--- src/rtl/regwrite_fwd_pipe.sv ---
// Register-write tracking pipeline: carries E-stage write triples to W, forwards
// the youngest in-flight value to each lookup port, and flags loads still waiting for data.
module regwrite_fwd_pipe #(
   parameter int DW       = 32,
   parameter int AW       = 5,
   parameter int DEPTH    = 2,
   parameter int NRD      = 2,
   parameter int LD_STAGE = 2
) (
   input  logic              clk,
   input  logic              rst_n,
   input  logic              stall,
   input  logic              flush,
   input  logic              e_we,
   input  logic [AW-1:0]     e_addr,
   input  logic [DW-1:0]     e_data,
   input  logic              e_late,
   input  logic [DW-1:0]     ld_data,
   input  logic [NRD*AW-1:0] rd_addr,
   input  logic [NRD*DW-1:0] rf_rdata,
   output logic [NRD*DW-1:0] fwd_data,
   output logic [NRD-1:0]    fwd_hit,
   output logic [NRD-1:0]    fwd_pending,
   output logic              wb_we,
   output logic [AW-1:0]     wb_addr,
   output logic [DW-1:0]     wb_data
);

   // Registered stages 1..DEPTH (stage DEPTH is W).
   logic          stgValid [1:DEPTH];
   logic [AW-1:0] stgAddr  [1:DEPTH];
   logic [DW-1:0] stgData  [1:DEPTH];
   logic          stgRdy   [1:DEPTH];

   // Effective view of stages 0..DEPTH, with load data substituted at LD_STAGE.
   logic          effValid [0:DEPTH];
   logic [AW-1:0] effAddr  [0:DEPTH];
   logic [DW-1:0] effData  [0:DEPTH];
   logic          effRdy   [0:DEPTH];

   always_comb begin
      effValid[0] = e_we & ~flush & (e_addr != '0);
      effAddr[0]  = e_addr;
      effData[0]  = e_data;
      effRdy[0]   = ~e_late;
      for (int i = 1; i <= DEPTH; i++) begin
         effValid[i] = stgValid[i];
         effAddr[i]  = stgAddr[i];
         if (i == LD_STAGE && stgValid[i] && !stgRdy[i]) begin
            effData[i] = ld_data;
            effRdy[i]  = 1'b1;
         end else begin
            effData[i] = stgData[i];
            effRdy[i]  = stgRdy[i];
         end
      end
   end

   // stall freezes stages 1..DEPTH; the stage-0 entry is simply not captured,
   // so flush never has to reach into the registered stages.
   always_ff @(posedge clk or negedge rst_n) begin
      if (!rst_n) begin
         for (int i = 1; i <= DEPTH; i++) begin
            stgValid[i] <= 1'b0;
            stgAddr[i]  <= '0;
            stgData[i]  <= '0;
            stgRdy[i]   <= 1'b1;
         end
      end else if (!stall) begin
         for (int i = 1; i <= DEPTH; i++) begin
            stgValid[i] <= effValid[i-1];
            stgAddr[i]  <= effAddr[i-1];
            stgData[i]  <= effData[i-1];
            stgRdy[i]   <= effRdy[i-1];
         end
      end
   end

   // Oldest-to-youngest scan so the youngest match is the last one written.
   always_comb begin
      fwd_data    = rf_rdata;
      fwd_hit     = '0;
      fwd_pending = '0;
      for (int k = 0; k < NRD; k++) begin
         for (int i = DEPTH; i >= 0; i--) begin
            if (effValid[i] && (rd_addr[k*AW +: AW] != '0) &&
                (effAddr[i] == rd_addr[k*AW +: AW])) begin
               fwd_hit[k]            = 1'b1;
               fwd_pending[k]        = ~effRdy[i];
               fwd_data[k*DW +: DW]  = effData[i];
            end
         end
      end
   end

   assign wb_we   = effValid[DEPTH];
   assign wb_addr = effAddr[DEPTH];
   assign wb_data = effData[DEPTH];

endmodule

--- config.mk ---
export PLATFORM = sky130hd
export DESIGN_NAME = regwrite_fwd_pipe
export DESIGN_NICKNAME = d
export VERILOG_FILES = /design/src/rtl/regwrite_fwd_pipe.sv
export SDC_FILE = /design/constraint.sdc
export NUM_CORES = 1
export LEC_CHECK = 0
export CAP_MARGIN = 25
export CORE_ASPECT_RATIO = 0.75
export CORE_MARGIN = 4
export CORE_UTILIZATION = 40
export CTS_CLUSTER_SIZE = 24
export DETAILED_ROUTE_END_ITERATION = 10
export GPL_ROUTABILITY_DRIVEN = 0
export PLACE_DENSITY = 0.78
export SETUP_SLACK_MARGIN = 0.02
export SLEW_MARGIN = 10
export SYNTH_ARGS = -nofsm -noshare
export SYNTH_HDL_FRONTEND = slang
export SYNTH_SLANG_ARGS = --single-unit
--- constraint.sdc ---
create_clock -name clk -period 1.94 [get_ports clk]
set_clock_uncertainty 0.1 [all_clocks]
set_input_delay 0.194 -clock clk [delete_from_list [all_inputs] [get_ports clk]]
set_output_delay 0.194 -clock clk [all_outputs]
set_load 0.03 [all_outputs]
-- Word level (Yosys, flattened, before mapping)
Cells that the tools add are included.
- eq/ne operators: 6
- muxes and demuxes: 20
- bitwise gates (word level): 6
- reduce and logical (&&, ||, !) cells: 17
- operators by type and width (kind ; count):
    $mux W32 ; 7
    $eq A5 B5 Y1 ; 6
    $reduce_bool A5 Y1 ; 3
    $logic_and A1 B1 Y1 ; 13
    $mux W1 ; 13
    $not A1 Y1 ; 4
    $and A1 B1 Y1 ; 2
    $logic_not A1 Y1 ; 1
- bits in registers: 78
- input bits: 149
- logic and storage cells: 57

-- Longest topological paths before layout
Gate-level depths: netlist of run 1.
- depth after elaboration: 7
- depth in mapped cells: 8
- depth with buffers taken out: 5

-- Worst setup path before layout of run 1
No wires, ideal clock.
- kind: flip-flop to output port
- from: reg stgValid, in the netlist wb_we
- to: out fwd_data[11]
- arrival time: 2.266 ns
- required time: 1.646 ns
- path slack: -0.620 ns
- cell stages (with the launch flop): 8
- buffers on the path: 2
- path through: dfrtp_1 nand2b_1 clkbuf_1 buf_1 mux2i_1 nand3_1 o211ai_2 a31oi_1
- word-level cells in the longest chain between the ends: 5
- elaborated cells between the ends (all ways): 7
- those cells by class: mux: 4; reduce/logical: 3
- ends and longest elaborated chain (element ; line ; source):
    from (decl) ; 30 ; logic stgValid [1:DEPTH];
    from (signal, indexed assignment) ; 71 ; stgValid[i] <= effValid[i-1];
    $logic_and A1 B1 Y1 (on tied branches) ; 49, 86 ;
    $mux W32 / $logic_and A1 B1 Y1 (equally long branches) ; 49, 86 ;
    $mux W32 (*) (3 in series) ; 86 ; if (effValid[i] && (rd_addr[k*AW +: AW] != '0) &&
    to (decl) ; 21 ; output logic [NRD*DW-1:0] fwd_data,
Mark *: on every way between the ends. The rest lies on a longest branch, timed or not.

-- Worst setup path in the final report of run 1
- from: reg stgAddr, in the netlist effAddr[9]
- to: out fwd_data[3]
- word-level cells in the longest chain between the ends: 4
- ends and longest elaborated chain (element ; line ; source):
    from (decl) ; 31 ; logic [AW-1:0] stgAddr [1:DEPTH];
    from (signal, indexed assignment) ; 72 ; stgAddr[i] <= effAddr[i-1];
    $eq A5 B5 Y1 ; 87 ; (effAddr[i] == rd_addr[k*AW +: AW])) begin
    $logic_and A1 B1 Y1 ; 86 ;
    $mux W32 (2 in series) ; 86 ;
Every way passes these cells.

==> results of run 1 <==
-- flip-flops by register name, summed over array words and instances, names as in the netlist --
signal	flops
effRdy	1
wb_we	1
effValid	1
stgRdy	1
wb_addr	5
stgData	32
effData	32
effAddr	5
-- cell families (layout without fill, tap and decap cells) --
| kind of cell | count (synthesis) | in the layout | synth area share, % |
|---|---|---|---|
| and+or+nand+nor | 225 | 225 | 15.6 |
| buffers and inverters | 132 | 462 | 11.5 |
| other | 0 | 1 | 0 |
| DFF | 78 | 78 | 30.7 |
| xor gates and xnor gates | 30 | 30 | 4.13 |
| muxes | 110 | 110 | 18.8 |
| AOI/OAI and AO/OA | 133 | 133 | 19.2 |
-- power breakdown --
part | switching (W) | internal [W] | total (W)
sequential | 0.000287 | 0.00183 | 0.00212
clock | 0.000697 | 0.00130 | 0.00200
combinational | 0.00183 | 0.00193 | 0.00376
total | 0.00282 | 0.00506 | 0.00788
-- cell usage after synthesis (2+ instances only) --
cell / n / area (um2)
nor3_1: 2 / 10.0
a31oi_1: 64 / 400
nor4_2: 2 / 25.0
and2_1: 2 / 12.5
nand4_1: 2 / 12.5
xor2_1: 8 / 70.1
o211ai_1: 6 / 45.0
or4_1: 3 / 22.5
o21ai_0: 3 / 15.0
xnor2_1: 22 / 193
clkbuf_1: 36 / 135
or3_1: 2 / 12.5
buf_4: 45 / 338
o211ai_2: 58 / 726
buf_6: 8 / 90.1
nand2_1: 72 / 270
buf_2: 7 / 35.0
mux2_2: 78 / 878
inv_1: 32 / 120
dfrtp_1: 76 / 1900
o211a_4: 2 / 35.0
mux2i_1: 32 / 320
nor2_1: 70 / 263
or4_4: 2 / 22.5
buf_1: 4 / 15.0
nand3_1: 66 / 330
dfstp_2: 2 / 52.6
-- cell type report --
class,count,area (um2),share of cell area [%]
antenna,1,2.50,0.0187
timing repair buffer,414,4650,34.6
tap,205,256,1.91
clock inverter,2,60.1,0.448
inverter,32,120,0.896
sequential,78,1960,14.6
clock buffer,14,294,2.19
multi-input combinational,498,6080,45.3
-- placed cells by master, fill, tap and decap left out, types with 4 or more instances in the layout --
cell	n
buf_16	11
o211ai_4	37
clkdlybuf4s50_1	134
nor2_2	9
nor2_1	56
dfrtp_1	74
dlygate4sd2_1	11
nand2_2	26
nand3_1	42
nand2_4	38
mux2i_4	30
buf_2	6
nand3_2	21
buf_12	35
inv_1	7
buf_4	88
nand2_1	8
o211ai_2	21
a31oi_4	64
nor2_4	5
or4_4	5
xor2_1	4
xnor2_2	7
clkbuf_8	5
xnor2_1	15
inv_2	25
o211ai_1	6
mux2_2	76
buf_6	116
clkbuf_16	12
xor2_2	4
-- layer usage --
metal	up-vias	track usage, %
met5	-	0
met4	0	15.9
met3	117	9.67
met2	541	55.6
met1	3640	41.4
li1	3161	-
-- metrics by stage --
stage               total power (W)  hold slack (ns)  utilization (%)
floorplan                   0.00371           -0.202                -
global placement            0.00491          0.00146             68.4
detailed placement          0.00495          0.00334             68.4
CTS                         0.00746            0.171             83.0
global route                0.00813            0.135             87.0
finish                      0.00788            0.152             87.0
-- timing repair --
item,CTS,global route
pin swaps,55,55
buffers inserted,26,10
endpoints found under the hold margin,59,0
setup endpoints to repair,101,101
hold buffers,1,0
gates cloned,17,3
gates resized for setup,495,181
-- worst max-delay path by stage --
| stage | start | to | cells after the start |
|---|---|---|---|
| 2_1_floorplan | wb_addr[2] | fwd_data[43] | 7 |
| 3_3_place_gp | e_addr[1] | fwd_pending[1] | 6 |
| 3_5_place_dp | e_addr[1] | fwd_pending[1] | 6 |
| 4_1_cts | wb_addr[0] | fwd_data[1] | 7 |
| 5_1_grt | effAddr[9] | fwd_data[3] | 10 |
| 6_report | effAddr[9] | fwd_data[3] | 10 |
-- worst max-delay path: stages (launching register included) --
cell and delay [ns]:
dfrtp_1 0.42, buf_6 0.14, xnor2_2 0.12, nand4_1 0.16, buf_4 0.18, nor3_4 0.19
buf_6 0.16, buf_12 0.15, nand2_2 0.09, a31oi_4 0.21, buf_6 0.16
==> results.txt, run 1 <==
Status: finished with violations
Violated checks: setup timing
Setup ws final: -0.708 ns
CTS clk-pin slew, worst paths: 0.06 ns
PD cells: 588 mW/mm2
EDFF count, synth: 0
Place WS: -0.972 ns
Initial antenna violation count: 1
Crit. End Element: output port
Least-Margin Pin Slew: 0.440 ns
Final Hold Fails: 0
Final ANT Viol Nets: 0
Die span in x: 154 um
Met2 wire length: 15800 um
VDD IR max: 0.487 mV
I/O Buffers: 254
Final HPWL DP: 17900 um
Clk sink count: 78
TNS Setup: -46.83 ns
Post-synthesis sequential area ratio: 30.7%
CTS Root Cell: clkbuf_16
FF-to-FF path depth: 3
Ports: 255
Global route overflow: 0
FF+latch count, synth: 78
Hold depth: 2
Final Non-Filler Cells: 1244
DR vias: 7459
Max Used Layer: met4
Worst-path fanout max: 7
Critical Path RT: 1.65 ns
Global Route Usage Sum: 33.7%
Post-synth cell types: 29
Met3 Routed Length: 3430 um
Initial drt markers: 479
Setup CP Type: flop to output port
Placeable Area: 0.0154 mm2
Full die area: 0.0180 mm2
Share of cells above drive strength 1: 64.7%
Reg-to-Reg Start: effAddr[9]
Dpl cells: 1181
Synth async-reset ratio: 100%
DR vias/cell: 6.00
Clk Latency, worst-skew pair: 0.35 ns
Routed WL: 32900 um
Worst rel slew slack: 70.6%
Vias in the first global route: 7878
Slew Viols, Final: 0
DRT Pass-1 Iters: 4
Placed Area: 0.0105 mm2
Post-Synthesis Cells: 708
Final period util: 137%
CTS max path bufs: 2
Critical Path Start Type: flop
Fin crit period: 2.65 ns
Num CTS Buffers: 9
DRC: 0
Die H: 117 um
Initial Util: 41.3%
Global-route wire length before repair: 46400 um
RSZ-0062 raised after global routing: true
Final setup fails: 100
Syn_area_per_cell: 8.99 um2
# nets final: 1182
Hold endpoint: effAddr[5]
Leak: 5.36 nW
Largest net degree at the start of global routing: 49
Max_cap viols: 0
Synthesized area: 0.00636 mm2
Met1 Wirelength: 12400 um
Reg-to-reg critical path endpoint: wb_addr[4]
H-tree lvl count: 3
Yosys warnings: 0
Hold Path Class: input port to flop
Worst Hold Launch: e_addr[0]
Flop-to-flop setup slack: 0.78 ns
Dominant synthesized flop cell: dfrtp_1
Syn-to-layout area delta: 111%
Max frequency: 0.378 GHz
DR WL/cell: 26.5 um
Post-route cell area: 0.0134 mm2
Post-Syn Nets: 857
Arrival time worst endpoint: 2.35 ns
Site Rows: 39
CTS tree: yes
Fill cell count: 697
(Power assumes the default switching activity.)
==> run 2, diff against run 1 <==
- CAP_MARGIN: 25 -> default
- PLACE_DENSITY: 0.78 -> 0.83
- TNS_END_PERCENT: default -> 100
==> results.txt, run 2 (synthesized netlist as in run 1, its figures left out) <==
FF-to-FF path depth: 3 (unchanged)
Status: finished with violations
Leak: 5.31 nW (-0.91%)
DRC: 0 (unchanged)
# nets final: 1211 (+2.5%)
Global Route Usage Sum: 35.2% (+1.4 points)
Arrival time worst endpoint: 2.49 ns (+0.14 ns)
Setup CP Type: flop to output port
ANT cells: 0 (-1)
PD cells: 585 mW/mm2 (-0.48%)
DR vias/cell: 6.27 (+4.6%)
Global route overflow: 0 (unchanged)
CP dominant cell by count: buf_12
Die H: 117 um (unchanged)
Share of cells above drive strength 1: 62.7% (-2.1 points)
Commonest cells after routing, fill and taps aside: buf_6, clkdlybuf4s50_1, buf_4
Hold Path Class: input port to async pin
CTS Root Cell: clkbuf_16
P_sw: 0.00287 W (+2.0%)
Placed Area: 0.0105 mm2 (-0.57%)
Clk sink count: 78 (unchanged)
Ports: 255 (unchanged)
Worst-path fanout max: 7 (unchanged)
Clk pwr share: 23.9% (-1.5 points)
Final HPWL DP: 18300 um (+2.6%)
Critical Path Start Type: flop
Crit-path slowest cell: dfrtp_2
CTS clk-pin slew, worst paths: 0.07 ns (about the same)
Vias in the first global route: 8254 (+4.8%)
Final setup fails: 100 (unchanged)
Flop-to-flop setup slack: 0.62 ns (-0.16 ns)
Critical Path Stages: 8 (-2)
Internal Pwr Total: 0.00501 W (-1.1%)
DRT Pass-1 Iters: 5 (+1)
Final Hold Fails: 0 (unchanged)
Final period util: 143% (+6.8 points)
Fin crit period: 2.78 ns (+0.131 ns)
CTS tree: yes
Max_cap viols: 0 (unchanged)
Full die area: 0.0180 mm2 (unchanged)
Top delay family on crit path: compound AO/OA/AOI/OAI gates
Least-Margin Pin Slew: 0.497 ns (+0.0572 ns)
Largest net degree at the start of global routing: 81 (+65%)
I/O Buffers: 254 (unchanged)
Crit path largest cell delay: 0.47 ns (+0.05 ns)
Combinational power share: 49.4% (+1.7 points)
CTS max path bufs: 2 (unchanged)
Site Rows: 39 (unchanged)
Initial antenna violation count: 0 (-1)
Num CTS Buffers: 9 (unchanged)
RSZ-0062 raised after global routing: true
TNS Setup: -52.09 ns (-5.27 ns)
Crit. End Element: output port
Max frequency: 0.360 GHz (-4.7%)
Violated checks: setup timing
Slew Viols, Final: 0 (unchanged)
Die span in x: 154 um (unchanged)
Critical Path RT: 1.65 ns (about the same)
Post-route cell area: 0.0135 mm2 (+0.48%)
CP Cell Sequence: xnor2_2, o211a_4, and2_4, buf_12, buf_12, o211ai_2, a31oi_4, buf_6
Worst Path Buf+Inv: 3 (-2)
Global-route wire length before repair: 48500 um (+4.7%)
Most common cell after layout, fill and taps aside: buf_6
Sw frac: 36.4% (+0.72 points)
Worst rel slew slack: 66.8% (-3.8 points)
Reg power frac: 26.7% (-0.2 points)
DR WL/cell: 28.9 um (+9.1%)
Final ANT Viol Nets: 0 (unchanged)
Initial drt markers: 714 (+49%)
H-tree lvl count: 3 (unchanged)
Initial Util: 41.3% (unchanged)
Placeable Area: 0.0154 mm2 (unchanged)
VDD IR max: 0.559 mV (+15%)
Fin util: 87.4% (+0.41 points)
DR vias: 7975 (+6.9%)
Syn-to-layout area delta: 112%
Clk Latency, worst-skew pair: 0.34 ns (about the same)
Routed WL: 36700 um (+11%)
Setup ws final: -0.840 ns (-0.131 ns)
==> run 2: cell types whose count changed in the layout (fill, tap and decap cells not counted), moves of 13 or more <==
cell	previous run	this run
nand2_2	26	13
o211ai_2	21	35
o211ai_4	37	23
nand2_4	38	10
buf_6	116	137
nand2_1	8	49
==> run 2: timing repair <==
item / 4_1_cts / 5_1_grt
resized for setup: 502 / 131
hold endpoints to repair: 28 / 0
pin swaps: 59 / 35
setup endpoints to repair: 100 / 103
cloned: 20 / 2
buffers inserted: 58 / 11
hold buffers: 1 / 0
==> run 2: metrics by stage <==
stage / setup WS (ns) / std cells / power (W) / hold slack (ns)
6_report: -0.840 / 1271 / 0.00788 / 0.229
5_1_grt: -0.842 / 1271 / 0.00807 / 0.228
4_1_cts: -0.627 / 1265 / 0.00732 / 0.192
3_5_place_dp: -0.959 / 1173 / 0.00494 / 0.0169
3_3_place_gp: -0.928 / 1173 / 0.00490 / 0.0178
2_1_floorplan: -0.188 / 708 / 0.00371 / -0.202
==> run 2: worst register-to-register path, cell delays in order (launching register included) <==
cell and delay (ns):
dfrtp_2 0.46, buf_4 0.19, buf_4 0.15, mux2_2 0.29
==> run 2: power by group through the flow <==
stage | clock, W | combinational [W] | sequential, W
2_1_floorplan | 0 | 0.00173 | 0.00198
3_3_place_gp | 0 | 0.00287 | 0.00202
3_5_place_dp | 0 | 0.00291 | 0.00203
4_1_cts | 0.00186 | 0.00342 | 0.00204
5_1_grt | 0.00195 | 0.00400 | 0.00212
6_report | 0.00188 | 0.00389 | 0.00211
==> run 2: final cells by class <==
type | count | area [um2]
multi-input cells | 498 | 5730
repair buffers | 443 | 5080
flip-flops and latches | 78 | 1960
fillers | 664 | 1940
clock buffers | 12 | 256
well taps | 205 | 256
inverters | 32 | 123
clock inverters | 3 | 67.6
==> run 2: path summary, 6_finish.rpt <==
check,startpoint,end
hold reg to reg,stgData[15],stgData[15]
setup / recovery,wb_addr[2],fwd_data[6]
setup reg to reg,wb_addr[1],wb_addr[1]
max in group asynchronous,rst_n,stgRdy[0]
hold / removal,rst_n,wb_addr[3]
min in group clk,e_addr[0],effAddr[5]
==> run 2: layer usage <==
metal | wire [um] | share of wire, % | GRT usage [%] | vias up
li1 | - | - | - | 3211
met1 | 12900 | 35 | 41.9 | 3931
met2 | 17900 | 49 | 61.0 | 651
met3 | 3950 | 11 | 8.67 | 182
met4 | 1900 | 5.2 | 15.9 | 0
met5 | 0 | 0 | 0 | -
==> run 3, diff against run 2 <==
- GPL_ROUTABILITY_DRIVEN: 0 -> default
- REMOVE_ABC_BUFFERS: default -> 1
==> results.txt, run 3 (synthesized netlist as in run 1, its figures left out) <==
P_sw: 0.00253 W (-12%)
Die span in x: 154 um (unchanged)
Crit-path slowest cell: dfrtp_2
Placed Area: 0.00940 mm2 (-10%)
Critical Path Start Type: flop
Arrival time worst endpoint: 2.36 ns (-0.13 ns)
WHS: 0.184 ns (-0.0442 ns)
Slew Viols, Final: 0 (unchanged)
I/O Buffers: 254 (unchanged)
# nets final: 1169 (-3.5%)
H-tree lvl count: 3 (unchanged)
Clk sink count: 78 (unchanged)
Violated checks: setup timing
Global-route wire length before repair: 42600 um (-12%)
PD cells: 655 mW/mm2 (+12%)
Die H: 117 um (unchanged)
Share of cells above drive strength 1: 50.9% (-12 points)
Initial Util: 41.3% (unchanged)
Final HPWL DP: 18100 um (-1.4%)
Routed WL: 29100 um (-21%)
DR WL/cell: 23.7 um (-18%)
ANT cells: 0 (unchanged)
Multi-input logic area: 0.00443 mm2 (-23%)
CTS max path bufs: 2 (unchanged)
Internal Pwr Total: 0.00501 W (about the same)
Top delay family on crit path: simple AND/OR/NAND/NOR gates
Leak: 4.79 nW (-9.7%)
VDD IR max: 0.385 mV (-31%)
Fin util: 74.6% (-13 points)
Worst-path fanout max: 7 (unchanged)
Clk Latency, worst-skew pair: 0.33 ns (about the same)
Clk pwr share: 27.4% (+3.5 points)
Max frequency: 0.377 GHz (+4.9%)
Hold Path Class: input port to async pin
Status: finished with violations
Critical Path RT: 1.65 ns (about the same)
Post-route cell area: 0.0115 mm2 (-15%)
Max_cap viols: 0 (unchanged)
Setup CP Type: flop to output port
Final Non-Filler Cells: 1228 (-3.4%)
Vias in the first global route: 7527 (-8.8%)
Sw frac: 33.6% (-2.9 points)
Final setup fails: 100 (unchanged)
Crit path largest cell delay: 0.47 ns (about the same)
Worst Path Buf+Inv: 2 (-1)
DRT Pass-1 Iters: 5 (unchanged)
Setup ws final: -0.709 ns (+0.130 ns)
CTS tree: yes
Combinational power share: 45.1% (-4.3 points)
Initial drt markers: 582 (-18%)
Dpl cells: 1167 (-0.51%)
Global route overflow: 0 (unchanged)
RSZ-0062 raised after global routing: true
CP Cell Sequence: xor2_4, nor4_4, and2_4, buf_12, o211ai_2, a31oi_1, buf_4
DR vias: 7222 (-9.4%)
Initial antenna violation count: 0 (unchanged)
Worst rel slew slack: 69.5% (+2.7 points)
Crit. End Element: output port
Register area: 0.00196 mm2 (-0.19%)
Final ANT Viol Nets: 0 (unchanged)
DRC: 0 (unchanged)
Final period util: 137% (-6.7 points)
Ports: 255 (unchanged)
Num CTS Buffers: 9 (unchanged)
Gp weighted congestion: 0.969
Placeable Area: 0.0154 mm2 (unchanged)
Reg power frac: 27.6% (+0.9 points)
Full die area: 0.0180 mm2 (unchanged)
Largest net degree at the start of global routing: 47 (-42%)
Fill cell count: 1037 (+56%)
Syn-to-layout area delta: 80.8%
Least-Margin Pin Slew: 0.457 ns (-0.0405 ns)
Commonest cells after routing, fill and taps aside: clkdlybuf4s50_1, buf_4, mux2_2
DR vias/cell: 5.88 (-6.3%)
Site Rows: 39 (unchanged)
CTS Root Cell: clkbuf_16
Global Route Usage Sum: 30.4% (-4.7 points)
Final Hold Fails: 0 (unchanged)
Most common cell after layout, fill and taps aside: clkdlybuf4s50_1
Fin crit period: 2.65 ns (-0.130 ns)
CTS clk-pin slew, worst paths: 0.06 ns (about the same)
run 3: changes by cell type in the layout (fill, tap and decap cells not counted), sizes merged:
cell | before | now
dlygate4sd2 | 4 | 16
bufbuf | 0 | 3
bufinv | 2 | 4
dlymetal6s2s | 3 | 0
clkdlybuf4s15 | 6 | 1
clkbuf | 14 | 12
clkinvlp | 1 | 0
buf | 295 | 245
clkdlybuf4s50 | 132 | 133
run 3: worst paths after layout:
check                            from      endpoint  slack (ns)  cells after the start
max                        wb_addr[4]  fwd_data[52]       -0.71                      7
min                             rst_n   effData[36]        0.18                      2
max reg2reg                effAddr[8]    effAddr[8]        0.77                      3
min reg2reg                stgData[5]    stgData[5]        0.44                      1
max in group asynchronous       rst_n     stgRdy[0]        0.92                      3
min in group clk                stall     effRdy[1]        0.28                      3
run 3: final cells by class:
cell class | instances | share of cell area (%)
clock inverters | 4 | 1.04
flip-flops and latches | 78 | 17.0
well taps | 205 | 2.23
multi-input cells | 498 | 38.5
repair buffers | 401 | 38.1
clock buffers | 10 | 2.08
inverters | 32 | 1.04
run 3: through the flow:
step	worst slack, ns	setup TNS, ns	power [W]
2_1_floorplan	-2.55	-181.86	0.00327
3_3_place_gp	-0.799	-51.53	0.00470
3_5_place_dp	-0.905	-56.64	0.00475
4_1_cts	-0.618	-42.49	0.00736
5_1_grt	-0.780	-53.84	0.00780
6_report	-0.709	-45.84	0.00753
run 3: power by group through the flow:
| stage | Sequential [W] | Clock, W | Combinational (W) |
|---|---|---|---|
| 6_report | 0.00208 | 0.00206 | 0.00339 |
| 5_1_grt | 0.00210 | 0.00216 | 0.00354 |
| 4_1_cts | 0.00204 | 0.00209 | 0.00323 |
| 3_5_place_dp | 0.00203 | 0 | 0.00272 |
| 3_3_place_gp | 0.00202 | 0 | 0.00268 |
| 2_1_floorplan | 0.00201 | 0 | 0.00126 |
run 3: worst reg2reg max path, cell delays in order, from the launching register on:
cell and delay, ns:
dfrtp_1 0.42, buf_4 0.15, buf_4 0.12, mux2_2 0.25
run 3: layer usage:
metal | GRT usage (%) | wire length (um)
met1 | 37.0 | 10900
met2 | 51.4 | 13900
met3 | 8.12 | 3160
met4 | 14.0 | 1060
met5 | 0 | 0
run 3: what timing repair did:
action	CTS	global route
endpoints found under the hold margin	76	0
pin swaps	43	29
buffers inserted	27	16
resized for setup	352	84
cloned	14	2
hold buffers	1	0
setup endpoints to repair	100	100
==> RTL change: new RTL, settings of run 1 <==
Set the parameter `DEPTH` to 4 (it was 2).
--- a/src/rtl/regwrite_fwd_pipe.sv
+++ b/src/rtl/regwrite_fwd_pipe.sv
@@ -3,7 +3,7 @@
 module regwrite_fwd_pipe #(
    parameter int DW       = 32,
    parameter int AW       = 5,
-   parameter int DEPTH    = 2,
+   parameter int DEPTH    = 4,
    parameter int NRD      = 2,
    parameter int LD_STAGE = 2
 ) (
Function: changed (a bounded check fails within 4 cycles, from zero or initial values and one cycle with rst_n low).
==> RTL change against run 1 <==
- the run still ends with negative setup slack left
- register-to-register slack lost 0.60 ns
- final area grew 30%
- setup slack lost 0.33 ns
- sequential cell count grew 78
- count of clock-buffer cells in the layout grew 5
- core utilization shrank 20 points
- power grew 70%
- critical path type unchanged
- routed wire length grew 40%
- synthesized area grew 67%
==> RTL change: results (changes against run 1) <==
metric;value;unit;change
wire_per_inst;23.9;um;-9.6%
ys_seq_area_share;36.8;%;+6.0 points
cts-buffers-inserted;17;;+8
wl_met3;4.91;mm;+43%
dr_wl_met2;21.5;mm;+36%
met1_usage;38.8;%;-2.6 points
globalRouteMet2Util;48.3;%;-7.3 points
drt_iter0_markers;995;;+110%
place_area;0.0151;mm^2;+43%
grt_usage;30.0;%;-3.7 points
peakVddDrop;0.000618;V;+27%
layout.cells.non_filler;1923;;+55%
timing.hold.ws;0.0587;ns;-0.0929 ns
cpMaxStageDelayCell;dfrtp_1;;
r2r_setup_slack;0.18;ns;-0.60 ns
synthTopCellsByArea;dfrtp_1, mux2_2, mux2i_1, o21ai_0, a21oi_1;;
maxSlewHeadroom;65.7;%;-5.0 points
antenna_found_initial;4;;+3
fin_ws;-1.03;ns;-0.326 ns
top_layer;met5;;
dp_slack;-1.12;ns;-0.143 ns
seq-power;4.32;mW;+100%
finalSetupViolations;68;;-32%
combPwrFrac;39.6;%;-8.1 points
dr.pass1.iters;5;;+1
nNetsFinal;1716;;+45%
crit_fanout;8;;+1
violations;negative setup slack;;
dp_hpwl;28.9;mm;+62%
wl_met1;17.9;mm;+44%
worstPathArrival;2.68;ns;+0.33 ns
grt_max_degree;45;;-8.2%
status;finished with violations;;
grt_use_met3;7.99;%;-1.7 points
h-tree-depth;4;;+1
leakagePower;7.21;nW;+35%
avgViaCountPerCell;6.07;;+1.3%
finalInstanceArea;0.0174;mm^2;+30%
syn_avg_cell_area;8.52;um^2;-5.2%
synth_common_cells;dfrtp_1, o21ai_0, a21oi_1;;
portBuffers;254;;unchanged
nFillCells;1910;;+170%
grt_pass1_wl;68.5;mm;+48%
clk_latency;0.43;ns;+0.08 ns
RTL change: changes by cell type in the layout (fill, tap and decap cells not counted), moves of 33 or more:
cell and change:
a21oi_1 +60, a31oi_4 -56, buf_4 +46, clkdlybuf4s50_1 +36
dfrtp_1 +76, inv_1 +61, mux2i_1 +63, nand2_1 +64
nand2_4 -37, o211ai_4 -34, o21ai_0 +83, o21ai_1 +45
o21ai_2 +33
RTL change: kinds of logic (layout without fill, tap and decap cells):
logic type | count (synthesis) | count (layout) | share of synthesized area [%]
AO/OA/AOI/OAI | 397 | 397 | 21.5
AND/OR/NAND/NOR | 267 | 267 | 11.9
buffers and inverters | 224 | 553 | 10.2
flip-flops | 156 | 156 | 36.8
multiplexers | 154 | 154 | 15.6
XOR/XNOR | 50 | 50 | 4.12
other | 0 | 2 | 0
RTL change: repair_timing:
action	CTS	global route
hold buffers	1	0
endpoints found under the setup margin	74	68
pin swaps	76	34
resized for setup	196	81
setup buffers	28	2
cloned	11	0
hold endpoints to repair	47	0
RTL change: layout make-up:
type	count	share of cell area (%)
flip-flops and latches	156	22.5
inverters	68	1.47
clock buffers	19	2.60
multi-input cells	868	41.5
repair buffers	456	28.3
clock inverters	10	1.09
well taps	344	2.47
diodes	2	0.0288
RTL change: path summary, 6_finish.rpt:
path / startpoint / endpoint / cells after the start
setup reg to reg: stgRdy[2]$_DFFE_PN1N_ / effData[39]$_DFFE_PN0N_ / 5
hold reg to reg: stgData[68]$_DFFE_PN0N_ / stgData[68]$_DFFE_PN0N_ / 1
min in group asynchronous: rst_n / stgData[69]$_DFFE_PN0N_ / 2
max in group asynchronous: rst_n / wb_data[14]$_DFFE_PN0N_ / 3
hold / removal: stall / effData[53]$_DFFE_PN0N_ / 2
setup / recovery: wb_addr[0]$_DFFE_PN0N_ / fwd_data[25] / 11
